### src/rtl/mem_stream_reader.sv
// Purpose : reads a contiguous range of 32-bit memory words and emits each one as four bytes, most significant byte first.
// Latency : the first byte is valid two cycles after start is accepted; each word costs one fetch cycle plus four stream cycles.
// Backpr. : out_data/out_valid hold while out_ready is low; no fetch takes place until the current word has fully drained.
//
// Ports:
//   clk, rst                   clock and synchronous active-high reset
//   start, base_addr,          command; sampled only while idle
//   word_count
//   mem_address, mem_wr,       memory initiator side (read-only: write lanes tied to 0)
//   mem_wrData0..3,
//   mem_rdData0..3             combinational read data, lane 0 = bits [31:24]
//   out_data, out_valid,       byte stream
//   out_ready
//   busy, done                 status: busy outside IDLE, done pulses once per command
module mem_stream_reader #(
    parameter int ADDR_W = 8,
    parameter int DATA_W = 8
) (
    input  logic              clk,
    input  logic              rst,
    input  logic              start,
    input  logic [ADDR_W-1:0] base_addr,
    input  logic [ADDR_W-1:0] word_count,
    output logic [ADDR_W-1:0] mem_address,
    output logic              mem_wr,
    output logic [DATA_W-1:0] mem_wrData0,
    output logic [DATA_W-1:0] mem_wrData1,
    output logic [DATA_W-1:0] mem_wrData2,
    output logic [DATA_W-1:0] mem_wrData3,
    input  logic [DATA_W-1:0] mem_rdData0,
    input  logic [DATA_W-1:0] mem_rdData1,
    input  logic [DATA_W-1:0] mem_rdData2,
    input  logic [DATA_W-1:0] mem_rdData3,
    output logic [DATA_W-1:0] out_data,
    output logic              out_valid,
    input  logic              out_ready,
    output logic              busy,
    output logic              done
);

    typedef enum logic [1:0] {
        S_IDLE,
        S_FETCH,
        S_STREAM,
        S_DONE
    } state_t;

    state_t                      state_q;
    logic [ADDR_W-1:0]           addr_q;
    logic [ADDR_W-1:0]           rem_q;
    // word_q[0] is lane 0 (the most significant byte), so idx_q walks MSB first.
    logic [3:0][DATA_W-1:0]      word_q;
    logic [1:0]                  idx_q;
    logic [DATA_W-1:0]           out_data_q;
    logic                        out_valid_q;
    logic                        busy_q;
    logic                        done_q;

    // The address register drives memory at all times; only the FETCH cycle
    // actually consumes the read data.
    assign mem_address = addr_q;
    assign mem_wr      = 1'b0;
    assign mem_wrData0 = '0;
    assign mem_wrData1 = '0;
    assign mem_wrData2 = '0;
    assign mem_wrData3 = '0;

    assign out_data  = out_data_q;
    assign out_valid = out_valid_q;
    assign busy      = busy_q;
    assign done      = done_q;

    always_ff @(posedge clk) begin
        if (rst) begin
            state_q     <= S_IDLE;
            addr_q      <= '0;
            rem_q       <= '0;
            word_q      <= '0;
            idx_q       <= '0;
            out_data_q  <= '0;
            out_valid_q <= 1'b0;
            busy_q      <= 1'b0;
            done_q      <= 1'b0;
        end else begin
            case (state_q)
                S_IDLE: begin
                    if (start) begin
                        addr_q <= base_addr;
                        rem_q  <= word_count;
                        busy_q <= 1'b1;
                        if (word_count == '0) begin
                            state_q <= S_DONE;
                            done_q  <= 1'b1;
                        end else begin
                            state_q <= S_FETCH;
                        end
                    end
                end

                S_FETCH: begin
                    word_q      <= {mem_rdData3, mem_rdData2, mem_rdData1, mem_rdData0};
                    idx_q       <= 2'd0;
                    out_data_q  <= mem_rdData0;
                    out_valid_q <= 1'b1;
                    state_q     <= S_STREAM;
                end

                S_STREAM: begin
                    if (out_ready) begin
                        if (idx_q != 2'd3) begin
                            idx_q      <= idx_q + 2'd1;
                            out_data_q <= word_q[idx_q + 2'd1];
                        end else begin
                            out_valid_q <= 1'b0;
                            rem_q       <= rem_q - 1'b1;
                            if (rem_q == ADDR_W'(1)) begin
                                state_q <= S_DONE;
                                done_q  <= 1'b1;
                            end else begin
                                // Wraps modulo 2^ADDR_W by plain overflow.
                                addr_q  <= addr_q + 1'b1;
                                state_q <= S_FETCH;
                            end
                        end
                    end
                end

                S_DONE: begin
                    done_q  <= 1'b0;
                    busy_q  <= 1'b0;
                    state_q <= S_IDLE;
                end

                default: state_q <= S_IDLE;
            endcase
        end
    end

endmodule

### config.mk
export PLATFORM = sky130hd
export DESIGN_NAME = mem_stream_reader
export DESIGN_NICKNAME = d
export VERILOG_FILES = /design/src/rtl/mem_stream_reader.sv
export SDC_FILE = /design/constraint.sdc
export NUM_CORES = 1
export LEC_CHECK = 0
export ABC_AREA = 1
export ABC_CLOCK_PERIOD_IN_PS = 3450
export BUFFER_PORTS_ARGS = -buffer_cell sky130_fd_sc_hd__buf_2
export CORE_AREA = 2 2 67 100
export DETAILED_ROUTE_END_ITERATION = 10
export DIE_AREA = 0 0 69 102
export PLACE_DENSITY = 0.83
export SLEW_MARGIN = 10
export SYNTH_ARGS = -nofsm -noshare
export SYNTH_HDL_FRONTEND = slang
export SYNTH_SLANG_ARGS = --single-unit
### constraint.sdc
create_clock -name clk -period 3.45 [get_ports clk]
set_input_delay 0.69 -clock clk [delete_from_list [all_inputs] [get_ports clk]]
set_output_delay 0.69 -clock clk [all_outputs]
set_load 0.02 [all_outputs]
After elaboration in Yosys (flattened, before gate mapping) --
Index checks and enable logic that the tools add are counted.
Cells by class: add/sub/neg operators 3, order comparisons 1, equality and inequality tests 12, muxes and demuxes 34, reductions and logical operators 13
Operators with widths (count):
- two-way mux 8 bit | 10
- case mux 8 bit (2 select lines) | 3
- binary-select mux 8 bit (select 2 bit) | 1
- != test 2 bit (second input constant) | 8
- two-way mux 2 bit | 7
- AND reduction 3 bit | 3
- adder 8 x 1 -> 8 bit (second input constant) | 1
- equality test 8 x 1 -> 1 bit (second input constant) | 1
- logical NOT 8 bit | 1
- two-way mux 1 bit | 8
- case mux 2 bit (4 select lines) | 1
- subtractor 8 x 1 -> 8 bit (second input constant) | 1
- AND reduction 6 bit | 1
- nonzero test 2 bit | 3
- AND reduction 5 bit | 1
- equality test 2 bit (second input constant) | 2
- case mux 1 bit (2 select lines) | 2
- case mux 2 bit (2 select lines) | 1
- AND reduction 4 bit | 1
- < comparator 2 x 3 -> 1 bit (second input constant) | 1
- case mux 1 bit (3 select lines) | 1
- nonzero test 3 bit | 1
- adder 2 x 1 -> 2 bit (second input constant) | 1
- equality test 2 x 1 -> 1 bit (second input constant) | 1
- other kinds (2) | 2
Storage, ports and cells: register bits 63, input bits 52, output and inout port bits 52, word-level logic and storage cells 75

Longest topological paths before layout --
Gate-level depths: netlist of run 1.
word-level depth 6, depth in mapped cells 9, depth with buffers taken out 9

Worst setup path before layout of run 1 --
OpenSTA, ideal clock, no wires.
kind input to register, from in rst, to reg idx_q[0], library setup time 0.132 ns, arrival time 1.342 ns, data required time 3.318 ns, slack 1.976 ns, stages 5, buffers on the path 2, cell sequence buf_2 clkinv_1 clkbuf_1 o21ai_0 a21oi_1
RTL lines:
- from (decl) | line 20 | input logic rst,
- to (signal assigned) | line 111 | idx_q <= idx_q + 2'd1;
- to (decl) | line 53 | logic [1:0] idx_q;

Worst setup path after layout of run 1 --
from reg state_q[0], to reg out_data_q[3], in the netlist out_data[3]
Between the ends: word-level cells in the longest chain between the ends 3, elaborated cells between the ends (all ways) 7, classes of those cells eq/ne: 4; mux: 1; reduce/logical: 2
Ends and longest elaborated chain:
- from (decl) | line 48 | state_t state_q;
- from (signal assigned) | line 75 | state_q <= S_IDLE;
- from (signal assigned) | line 92 | state_q <= S_DONE;
- from (signal assigned) | line 95 | state_q <= S_FETCH;
- equality test 2 bit / equality test 2 x 1 -> 1 bit (equally long branches) | line 85 | case (state_q)
- != test 2 bit (no line) / nonzero test 2 bit (equally long branches)
- AND reduction 3 bit (no line)
- to (signal assigned) | line 103 | out_data_q <= mem_rdData0;
- to (signal assigned) | line 112 | out_data_q <= word_q[idx_q + 2'd1];
- to (decl) | line 54 | logic [DATA_W-1:0] out_data_q;
Parallel ways exist; a longest one is shown, timed or not. A chain may end at the register's enable or synchronous reset.

==> results.ini, run 1 <==
[clock_network]
htree_levels = 3
hold_buffers = 0
clockBufferDepth = 2
cts.repair.resized = 0
cts_setup_buffers = 0
insertion_delay_ps = 340
numCtsBuffers = 9
cts_sinks = 63
cts_tree = yes
clk_pin_slew_ps = 70
cts-root-buf = clkbuf_8

[synthesis]
synth-seq-area-share_pct = 38.2
synth_seq_cells = 63
synth_warnings = 0
syn_area_per_cell_um2 = 6.58
synth_area_mm2 = 0.00330
netlist.area_leader.share_pct = 38.2
ys_types = 27
synth_cells = 501
yosys.area.top_type = dfxtp_1
synth.area.top_cells = dfxtp_1 38%, nand2_1 12%, nor2_1 10%, o21ai_0 9.6%, buf_4 7.5%

[cells_and_area]
nFillCells = 608
layout_commonest_cell = nand2_1
syn_to_final_growth_pct = 12.2
final_cells = 638
diodes = 0
layout.nets = 617
drive_above_1_share_pct = 17.4
final_cell_mix = 108 x nand2_1, 90 x nor2_1, 70 x buf_2

[floorplanning]
start_util_pct = 53.8
dieArea_mm2 = 0.00704
fp.dieW_um = 69
row_count = 35
design.core.area_mm2 = 0.00613
fp.dieH_um = 102
io_pins = 104

[placed_design]
port_buffers = 70
place_ws_ps = 1430
place.gp.congestion = 0.899
dp.final_hpwl_um = 5840
dp.cells = 624

[timing]
min_period_over_period_pct = 59.6
fin_crit_ps = 2060
fin_tns_setup_ps = 0
hold_slack_ps = 451
relSlewSlack_pct = 58.8
finClkSkew_ps = 9.08
setup_viol = 0
rsz0062_at_grt = no
slew_violations = 0
hold_viol = 0
fin_ws_ps = 1390
worst_slew_pin_slew_ps = 617
fmax_mhz = 486

[global_route]
grt_max_degree = 43
antenna_found_initial = 0
grt_overflow_total = 0
first_global_vias = 3051
grt_pass1_wl_um = 13200
grt_use_total_pct = 23.3

[critical_path]
path_class = reg -> reg
arrival_ps = 2330
cpPeakStageDelay_ps = 520
end_kind = register
timing.rr.start = state_q[0]$_SDFFE_PP0P_
worstPathCellList = inv_1 -> nand2_2 -> inv_2 -> nand2_1 -> nand2_2 -> o21ai_0 -> a21oi_1
critPathMaxFanout = 31
required_ps = 3720
cp-start-kind = register
slowest_stage = inv_2
crit_top_cell = nand2_2
path_buf_inv = 2
worstSetupStartpoint = state_q[0]$_SDFFE_PP0P_
critPathTopFamily = simple AND/OR/NAND/NOR gates

[route]
drtIter0Drc = 184
drcViolationCount = 0
wire_per_inst_um = 12.6
vias = 3313
drt-pass1-iter-count = 5
routed_via_density = 5.19
totalWireLength_um = 8050
drtAntennaViolNets = 0

[worst_hold_path]
holdCritPathClass = reg -> reg
worstHoldStart = done$_SDFFE_PP0P_

[pwr]
leakagePower_nw = 1.80
p_comb_share_pct = 26.7
switchingPower_mw = 0.686
p_int_mw = 1.28
power_density_mw_per_mm2 = 531
clockPowerShare_pct = 28.0
power_frac_seq_pct = 45.3
p_sw_share_pct = 34.9
peakVddDrop_mv = 0.343

[outcome]
outcome = finished clean

[job]
max_cap_violations = 0

==> final cells by class <==
type	count	area [µm²]	area share, %
clock buffer	13	159	4.29
clock inverter	1	5.00	0.135
inverter	33	124	3.35
multi-input combinational	382	1690	45.8
sequential	63	1260	34.1
tap	74	92.6	2.50
timing repair buffer	72	365	9.87
==> stage by stage <==
| stage | cell area (µm²) | power, mW | util, % |
|---|---|---|---|
| after floorplan | 3420 | 1.30 | - |
| after global placement | 3540 | 1.41 | 57.7 |
| after detailed placement | 3540 | 1.42 | 57.7 |
| after CTS | 3700 | 1.97 | 60.3 |
| after global routing | 3700 | 2.09 | 60.3 |
| final | 3700 | 1.96 | 60.3 |
==> power by group through the flow <==
stage	clock, mW	combinational, mW	sequential [mW]
floorplan	0	0.383	0.920
global placement	0	0.508	0.900
detailed placement	0	0.519	0.903
CTS	0.559	0.522	0.888
global route	0.594	0.593	0.899
finish	0.550	0.524	0.890
==> final timing paths <==
| path | end | slack [ps] | depth (start not counted) |
|---|---|---|---|
| max | out_data[3]$_SDFFE_PP0P_ | 1390 | 7 |
| min | done$_SDFFE_PP0P_ | 450 | 2 |
| max reg2reg | out_data[3]$_SDFFE_PP0P_ | 1390 | 7 |
| min reg2reg | done$_SDFFE_PP0P_ | 450 | 2 |
==> worst min-delay path, stage by stage, from the launching register on <==
cell and delay, ps:
dfxtp_1 310, inv_1 40, a21oi_1 50
==> synthesized netlist by cell type <==
| library cell | n |
|---|---|
| conb_1 | 1 |
| buf_4 | 33 |
| o21ai_0 | 63 |
| o21ai_1 | 9 |
| clkinv_1 | 1 |
| nand4_1 | 2 |
| buf_1 | 1 |
| nor2_1 | 90 |
| nand2_2 | 3 |
| nor2_2 | 2 |
| o21bai_1 | 1 |
| a211oi_1 | 1 |
| nand3_1 | 32 |
| a21oi_4 | 1 |
| nand3b_1 | 1 |
| dfxtp_1 | 63 |
| nor2_4 | 1 |
| nand2_1 | 108 |
| or2_1 | 1 |
| nor3_1 | 1 |
| inv_2 | 7 |
| a21oi_1 | 27 |
| inv_1 | 25 |
| ha_1 | 4 |
| clkbuf_1 | 13 |
| o31ai_1 | 2 |
| buf_2 | 8 |
==> routing by layer <==
layer / global-route usage [%] / wire length (µm) / vias to the layer above
met1: 24.6 / 3180 / 1486
met5: 0 / 0 / -
met3: 5.82 / 522 / 19
met2: 43.4 / 4130 / 144
met4: 11.0 / 212 / 0
li1: - / - / 1664
==> cell families (layout without fill, tap and decap cells) <==
family,Yosys count,after routing,share of synthesized area [%]
simple gates,241,241,29.6
compound gates,104,104,16.4
buf+inv,88,119,14.1
flops,63,63,38.2
fa+ha+maj,4,4,1.52
other cells,1,33,0.114
==> registers in the layout, summed over array words and instances, names as in the netlist <==
| register | flops |
|---|---|
| busy | 1 |
| done | 1 |
| idx_q | 2 |
| mem_address | 8 |
| out_data | 8 |
| out_valid | 1 |
| rem_q | 8 |
| state_q | 2 |
| word_q | 32 |
No activity file was read; power rests on OpenSTA's default activity.
==> run 2, diff against run 1 <==
Settings changed: ABC_CLOCK_PERIOD_IN_PS 3450 to 2000, CORE_AREA 2 2 67 100 to 2 2 69 104, DIE_AREA 0 0 69 102 to 0 0 71 106, PLACE_DENSITY 0.83 to 0.78.
Clock period 3.45 ns to 2 ns, I/O delays scaled along.
==> run 2 against run 1 <==
  * First-iteration DRC count fell by 17%
  * Maximum frequency rose by 24%
  * Via count fell by 1.2%
  * Clock skew fell by 0.64 ps
  * Register-to-register slack got worse by 1100 ps
==> results.ini, run 2 (synthesis gave the netlist of run 1 again) <==
[job]
max_cap_violations = 0  ; unchanged

[critical_path]
reg2reg_depth = 6  ; -1
r2r-end = out_data[5]$_SDFFE_PP0P_
end_kind = register
timing.rr.start = state_q[1]$_SDFFE_PP0P_
slowest_stage = dfxtp_1
regToRegSetupSlack_ps = 340  ; -1050 ps
worstPathCellList = nand2_2 -> inv_2 -> nand2_1 -> nand2_2 -> o21ai_0 -> a21oi_1
critPathMaxFanout = 19  ; -39%
arrival_ps = 1930  ; -400 ps
cpPeakStageDelay_ps = 420  ; -100 ps
required_ps = 2270  ; -1450 ps
path_class = reg -> reg
crit_top_cell = nand2_2
cp-start-kind = register

[placed_design]
place_ws_ps = 353  ; -1070 ps
dp.final_hpwl_um = 6070  ; +3.9%
port_buffers = 70  ; unchanged
place.gp.congestion = 0.898  ; -0.12%

[cells_and_area]
diodes = 0  ; unchanged
drive_above_1_share_pct = 18.8  ; +1.5 points
largest_register_ffs = 32  ; unchanged
syn_to_final_growth_pct = 15.3
seqCellArea_mm2 = 0.00126  ; unchanged
top_register = word_q
layout_commonest_cell = nand2_1
multi_input_area_mm2 = 0.00169  ; unchanged
layout.nets = 624  ; +1.1%
fin_util_pct = 56.6  ; -3.7 points
final_cell_mix = 108 x nand2_1, 90 x nor2_1, 70 x buf_2
nFillCells = 659  ; +8.4%

[floorplanning]
row_count = 37  ; +5.7%
dieArea_mm2 = 0.00753  ; +6.9%
design.core.area_mm2 = 0.00671  ; +9.5%
start_util_pct = 49.1  ; -4.7 points
fp.dieH_um = 106  ; +3.9%
fp.dieW_um = 71  ; +2.9%
io_pins = 104  ; unchanged

[global_route]
grt_overflow_total = 0  ; unchanged
first_global_vias = 3282  ; +7.6%
grt_use_total_pct = 22.6  ; -0.76 points
grt_pass1_wl_um = 13700  ; +3.8%
grt_max_degree = 34  ; -21%
antenna_found_initial = 0  ; unchanged

[route]
drtIter0Drc = 153  ; -17%
drcViolationCount = 0  ; unchanged
drtAntennaViolNets = 0  ; unchanged
vias = 3272  ; -1.2%
totalWireLength_um = 8070  ; +0.27%
drt-pass1-iter-count = 4  ; -1
wire_per_inst_um = 12.4  ; -1.7%
routed_via_density = 5.03  ; -3.2%

[pwr]
p_sw_share_pct = 33.6  ; -1.3 points
fin_total_pwr_mw = 3.61  ; +84%
p_comb_share_pct = 25.9  ; -0.8 points
p_int_mw = 2.40  ; +87%
clockPowerShare_pct = 32.0  ; +4.0 points
power_density_mw_per_mm2 = 949  ; +79%
switchingPower_mw = 1.21  ; +77%
leakagePower_nw = 1.86  ; +3.3%
peakVddDrop_mv = 0.529  ; +54%
power_frac_seq_pct = 42.2  ; -3.1 points

[timing]
fin_tns_setup_ps = 0  ; unchanged
finClkSkew_ps = 8.44  ; -0.636 ps
rsz0062_at_grt = no
fin_crit_ps = 1660  ; -395 ps
setup_viol = 0  ; unchanged
slew_violations = 0  ; unchanged
fmax_mhz = 602  ; +24%
min_period_over_period_pct = 83.1  ; +23 points
fin_ws_ps = 339  ; -1050 ps
hold_viol = 0  ; unchanged

[clock_network]
numCtsBuffers = 9  ; unchanged
hold_buffers = 0  ; unchanged
htree_levels = 3  ; unchanged
cts-root-buf = clkbuf_8
cts_tree = yes
cts.repair.resized = 0  ; unchanged
insertion_delay_ps = 340  ; about the same
clk_pin_slew_ps = 70  ; about the same
clockBufferDepth = 2  ; unchanged
cts_setup_buffers = 0  ; unchanged
cts_sinks = 63  ; unchanged

[worst_hold_path]
holdCritPathClass = in -> reg
worstHoldStart = mem_rdData1[3]
whs_endpoint = word_q[11]$_SDFFE_PP0N_
whs_path_depth = 3  ; +1

[outcome]
outcome = finished clean

[run 2: final cells by class]
type                            instances  area share, %
Clock inverter                          3           1.05
Tap cell                               78           2.57
Multi-Input combinational cell        382           44.5
Sequential cell                        63           33.2
Timing Repair Buffer                   79           11.0
Clock buffer                           13           4.44
Inverter                               33           3.26
[run 2: through the flow]
step	instance area (µm²)	hold WS, ps	cells
after floorplan	3420	439	533
after global placement	3590	450	635
after detailed placement	3590	453	635
after CTS	3800	277	651
after global routing	3800	277	651
final	3800	285	651
[run 2: power groups by stage]
stage               Clock (mW)  Sequential, mW  Combinational, mW
finish                    1.15            1.52              0.934
global route              1.23            1.54               1.07
CTS                       1.17            1.52              0.935
detailed placement           0            1.55              0.929
global placement             0            1.54              0.912
floorplan                    0            1.59              0.661
[run 2: worst max-delay path by stage]
stage	from	to	slack [ps]	cells past startpoint
after detailed placement	state_q[0]$_SDFFE_PP0P_	out_data[5]$_SDFFE_PP0P_	350	7
final	state_q[1]$_SDFFE_PP0P_	out_data[5]$_SDFFE_PP0P_	340	6
after floorplan	idx_q[0]$_SDFFE_PP0P_	out_data[0]$_SDFFE_PP0P_	600	8
after global routing	state_q[0]$_SDFFE_PP0P_	out_data[4]$_SDFFE_PP0P_	130	7
after CTS	state_q[0]$_SDFFE_PP0P_	out_data[5]$_SDFFE_PP0P_	340	7
after global placement	state_q[1]$_SDFFE_PP0P_	out_data[4]$_SDFFE_PP0P_	490	6
[run 2: critical path: cells and delay by family (launching register included)]
family / cells / cell delay (ps)
AND/OR/NAND/NOR: 3 / 600
flip-flops: 1 / 420
buffers and inverters: 1 / 300
AO/OA/AOI/OAI: 2 / 270
[run 2: per-layer routing]
| metal | part of all wire [%] | vias to the layer above | wire length, µm | global-route usage [%] |
|---|---|---|---|---|
| li1 | - | 1679 | - | - |
| met1 | 40 | 1476 | 3250 | 23.9 |
| met2 | 52 | 99 | 4180 | 41.5 |
| met3 | 5.3 | 18 | 427 | 5.31 |
| met4 | 2.6 | 0 | 210 | 9.84 |
| met5 | 0 | - | 0 | 0 |
==> run 3, diff against run 2 <==
Settings changed: ABC_CLOCK_PERIOD_IN_PS 2000 to 1700.
Clock period 2 ns to 1.7 ns, I/O delays scaled along.
==> run 3 against run 2 <==
  * Cell count grew 0.46%
  * Wire length up 0.90%
  * Largest cell class unchanged
  * Critical endpoint is now mem_address[3]$_SDFFE_PP0P_
  * Non-clock buffer count increased by 3
==> results.ini, run 3 (synthesis gave the netlist of run 1 again) <==
[floorplanning]
fp.dieH_um = 106  ; unchanged
io_pins = 104  ; unchanged
row_count = 37  ; unchanged
dieArea_mm2 = 0.00753  ; unchanged
design.core.area_mm2 = 0.00671  ; unchanged
fp.dieW_um = 71  ; unchanged
start_util_pct = 49.1  ; unchanged

[global_route]
grt_pass1_wl_um = 13700  ; +0.15%
grt_overflow_total = 0  ; unchanged
grt_max_degree = 29  ; -15%
antenna_found_initial = 0  ; unchanged
grt_use_total_pct = 22.6  ; +0.059 points
first_global_vias = 3130  ; -4.6%

[clock_network]
cts_sinks = 63  ; unchanged
insertion_delay_ps = 340  ; about the same
htree_levels = 3  ; unchanged
numCtsBuffers = 9  ; unchanged
cts_tree = yes
clk_pin_slew_ps = 70  ; about the same
clockBufferDepth = 2  ; unchanged
cts-root-buf = clkbuf_8
cts_setup_buffers = 0  ; unchanged

[timing]
finClkSkew_ps = 9.68  ; +1.24 ps
fin_crit_ps = 1520  ; -138 ps
fin_tns_setup_ps = 0  ; unchanged
hold_slack_ps = 221  ; -63.9 ps
hold_viol = 0  ; unchanged
fin_ws_ps = 176  ; -162 ps
min_period_over_period_pct = 89.6  ; +6.6 points
rsz0062_at_grt = no
fmax_mhz = 656  ; +9.0%
slew_violations = 0  ; unchanged
setup_viol = 0  ; unchanged

[cells_and_area]
multi_input_area_mm2 = 0.00170  ; +0.30%
largest_register_ffs = 32  ; unchanged
layout_commonest_cell = nand2_1
final_cell_mix = 108 x nand2_1, 90 x nor2_1, 70 x buf_2
seqCellArea_mm2 = 0.00126  ; unchanged
syn_to_final_growth_pct = 15.6
drive_above_1_share_pct = 19.1  ; +0.25 points
nFillCells = 684  ; +3.8%
layout.nets = 627  ; +0.48%
top_register = word_q
diodes = 0  ; unchanged

[worst_hold_path]
whs_endpoint = word_q[15]$_SDFFE_PP0N_
holdCritPathClass = in -> reg
worstHoldStart = mem_rdData1[7]
whs_path_depth = 3  ; unchanged

[route]
wire_per_inst_um = 12.4  ; +0.44%
drt-pass1-iter-count = 4  ; unchanged
drcViolationCount = 0  ; unchanged
drtAntennaViolNets = 0  ; unchanged
vias = 3286  ; +0.43%
totalWireLength_um = 8140  ; +0.90%
routed_via_density = 5.02  ; about the same
drtIter0Drc = 174  ; +14%

[placed_design]
place.gp.congestion = 0.866  ; -3.5%
dp.final_hpwl_um = 6070  ; about the same
place_ws_ps = 120  ; -233 ps
port_buffers = 70  ; unchanged

[critical_path]
slowest_stage = dfxtp_1
path_class = reg -> reg
reg2reg_depth = 8  ; +2
required_ps = 1980  ; -290 ps
cp-start-kind = register
timing.rr.start = state_q[0]$_SDFFE_PP0P_
r2r-end = mem_address[3]$_SDFFE_PP0P_
critPathMaxFanout = 10  ; -9
crit_top_cell = nand2_2
regToRegSetupSlack_ps = 180  ; -160 ps
end_kind = register
cpPeakStageDelay_ps = 340  ; -80 ps
worstPathCellList = inv_1 -> nand2_2 -> nor2_2 -> nor2_4 -> inv_2 -> nand2_2 -> nand2_1 -> a21oi_1
arrival_ps = 1810  ; -120 ps

[outcome]
outcome = finished clean

[pwr]
leakagePower_nw = 1.86  ; +0.32%
peakVddDrop_mv = 0.609  ; +15%
power_density_mw_per_mm2 = 1100  ; +15%

[job]
max_cap_violations = 0  ; unchanged

[run 3: worst max path at each step]
stage,from,endpoint,slack (ps),depth (start not counted)
2_1_floorplan,idx_q[0]$_SDFFE_PP0P_,out_data[0]$_SDFFE_PP0P_,300,8
3_3_place_gp,idx_q[0]$_SDFFE_PP0P_,mem_address[1]$_SDFFE_PP0P_,240,8
3_5_place_dp,state_q[1]$_SDFFE_PP0P_,out_data[2]$_SDFFE_PP0P_,120,6
4_1_cts,state_q[1]$_SDFFE_PP0P_,out_data[1]$_SDFFE_PP0P_,30,6
5_1_grt,state_q[0]$_SDFFE_PP0P_,mem_address[7]$_SDFFE_PP0P_,30,8
6_report,state_q[0]$_SDFFE_PP0P_,mem_address[3]$_SDFFE_PP0P_,180,8
[run 3: area by class of cell]
cell class | instances | share of cell area (%)
multi-input combinational | 382 | 44.5
sequential | 63 | 33.1
timing repair buffer | 82 | 11.5
clock buffer | 12 | 3.81
inverter | 33 | 3.31
tap | 78 | 2.56
clock inverter | 4 | 1.18
[run 3: power by group]
part           switching [mW]  internal, mW  total (mW)  leakage [nW]
logic                   0.744         0.377        1.12          1.24
clock network           0.561         0.711        1.27         0.100
registers               0.127          1.66        1.79         0.518
total                    1.43          2.75        4.18          1.86
[run 3: stage by stage]
stage | cell area (µm²) | total power [mW] | utilization (%) | cells
floorplan | 3420 | 2.64 | - | 533
global placement | 3620 | 2.90 | 53.9 | 638
detailed placement | 3620 | 2.93 | 53.9 | 638
CTS | 3810 | 4.22 | 56.7 | 654
global route | 3810 | 4.46 | 56.8 | 654
finish | 3810 | 4.18 | 56.8 | 654
[run 3: critical path: cells and delay by family (launching register included)]
kind	cells	cell delay (ps)
compound gates	1	130
flops	1	340
simple gates	5	750
buf+inv	2	240
[run 3: metal layers]
metal	vias up	part of all wire, %	global-route usage [%]
li1	1681	-	-
met1	1476	41	25.3
met2	114	52	40.7
met3	15	5.0	5.31
met4	0	2.3	8.89
met5	-	0	0
[run 3: timing repair]
action                     4_1_cts  5_1_grt
setup endpoints to repair        0        7
hold buffers                     0        0
gates resized for setup          0        3
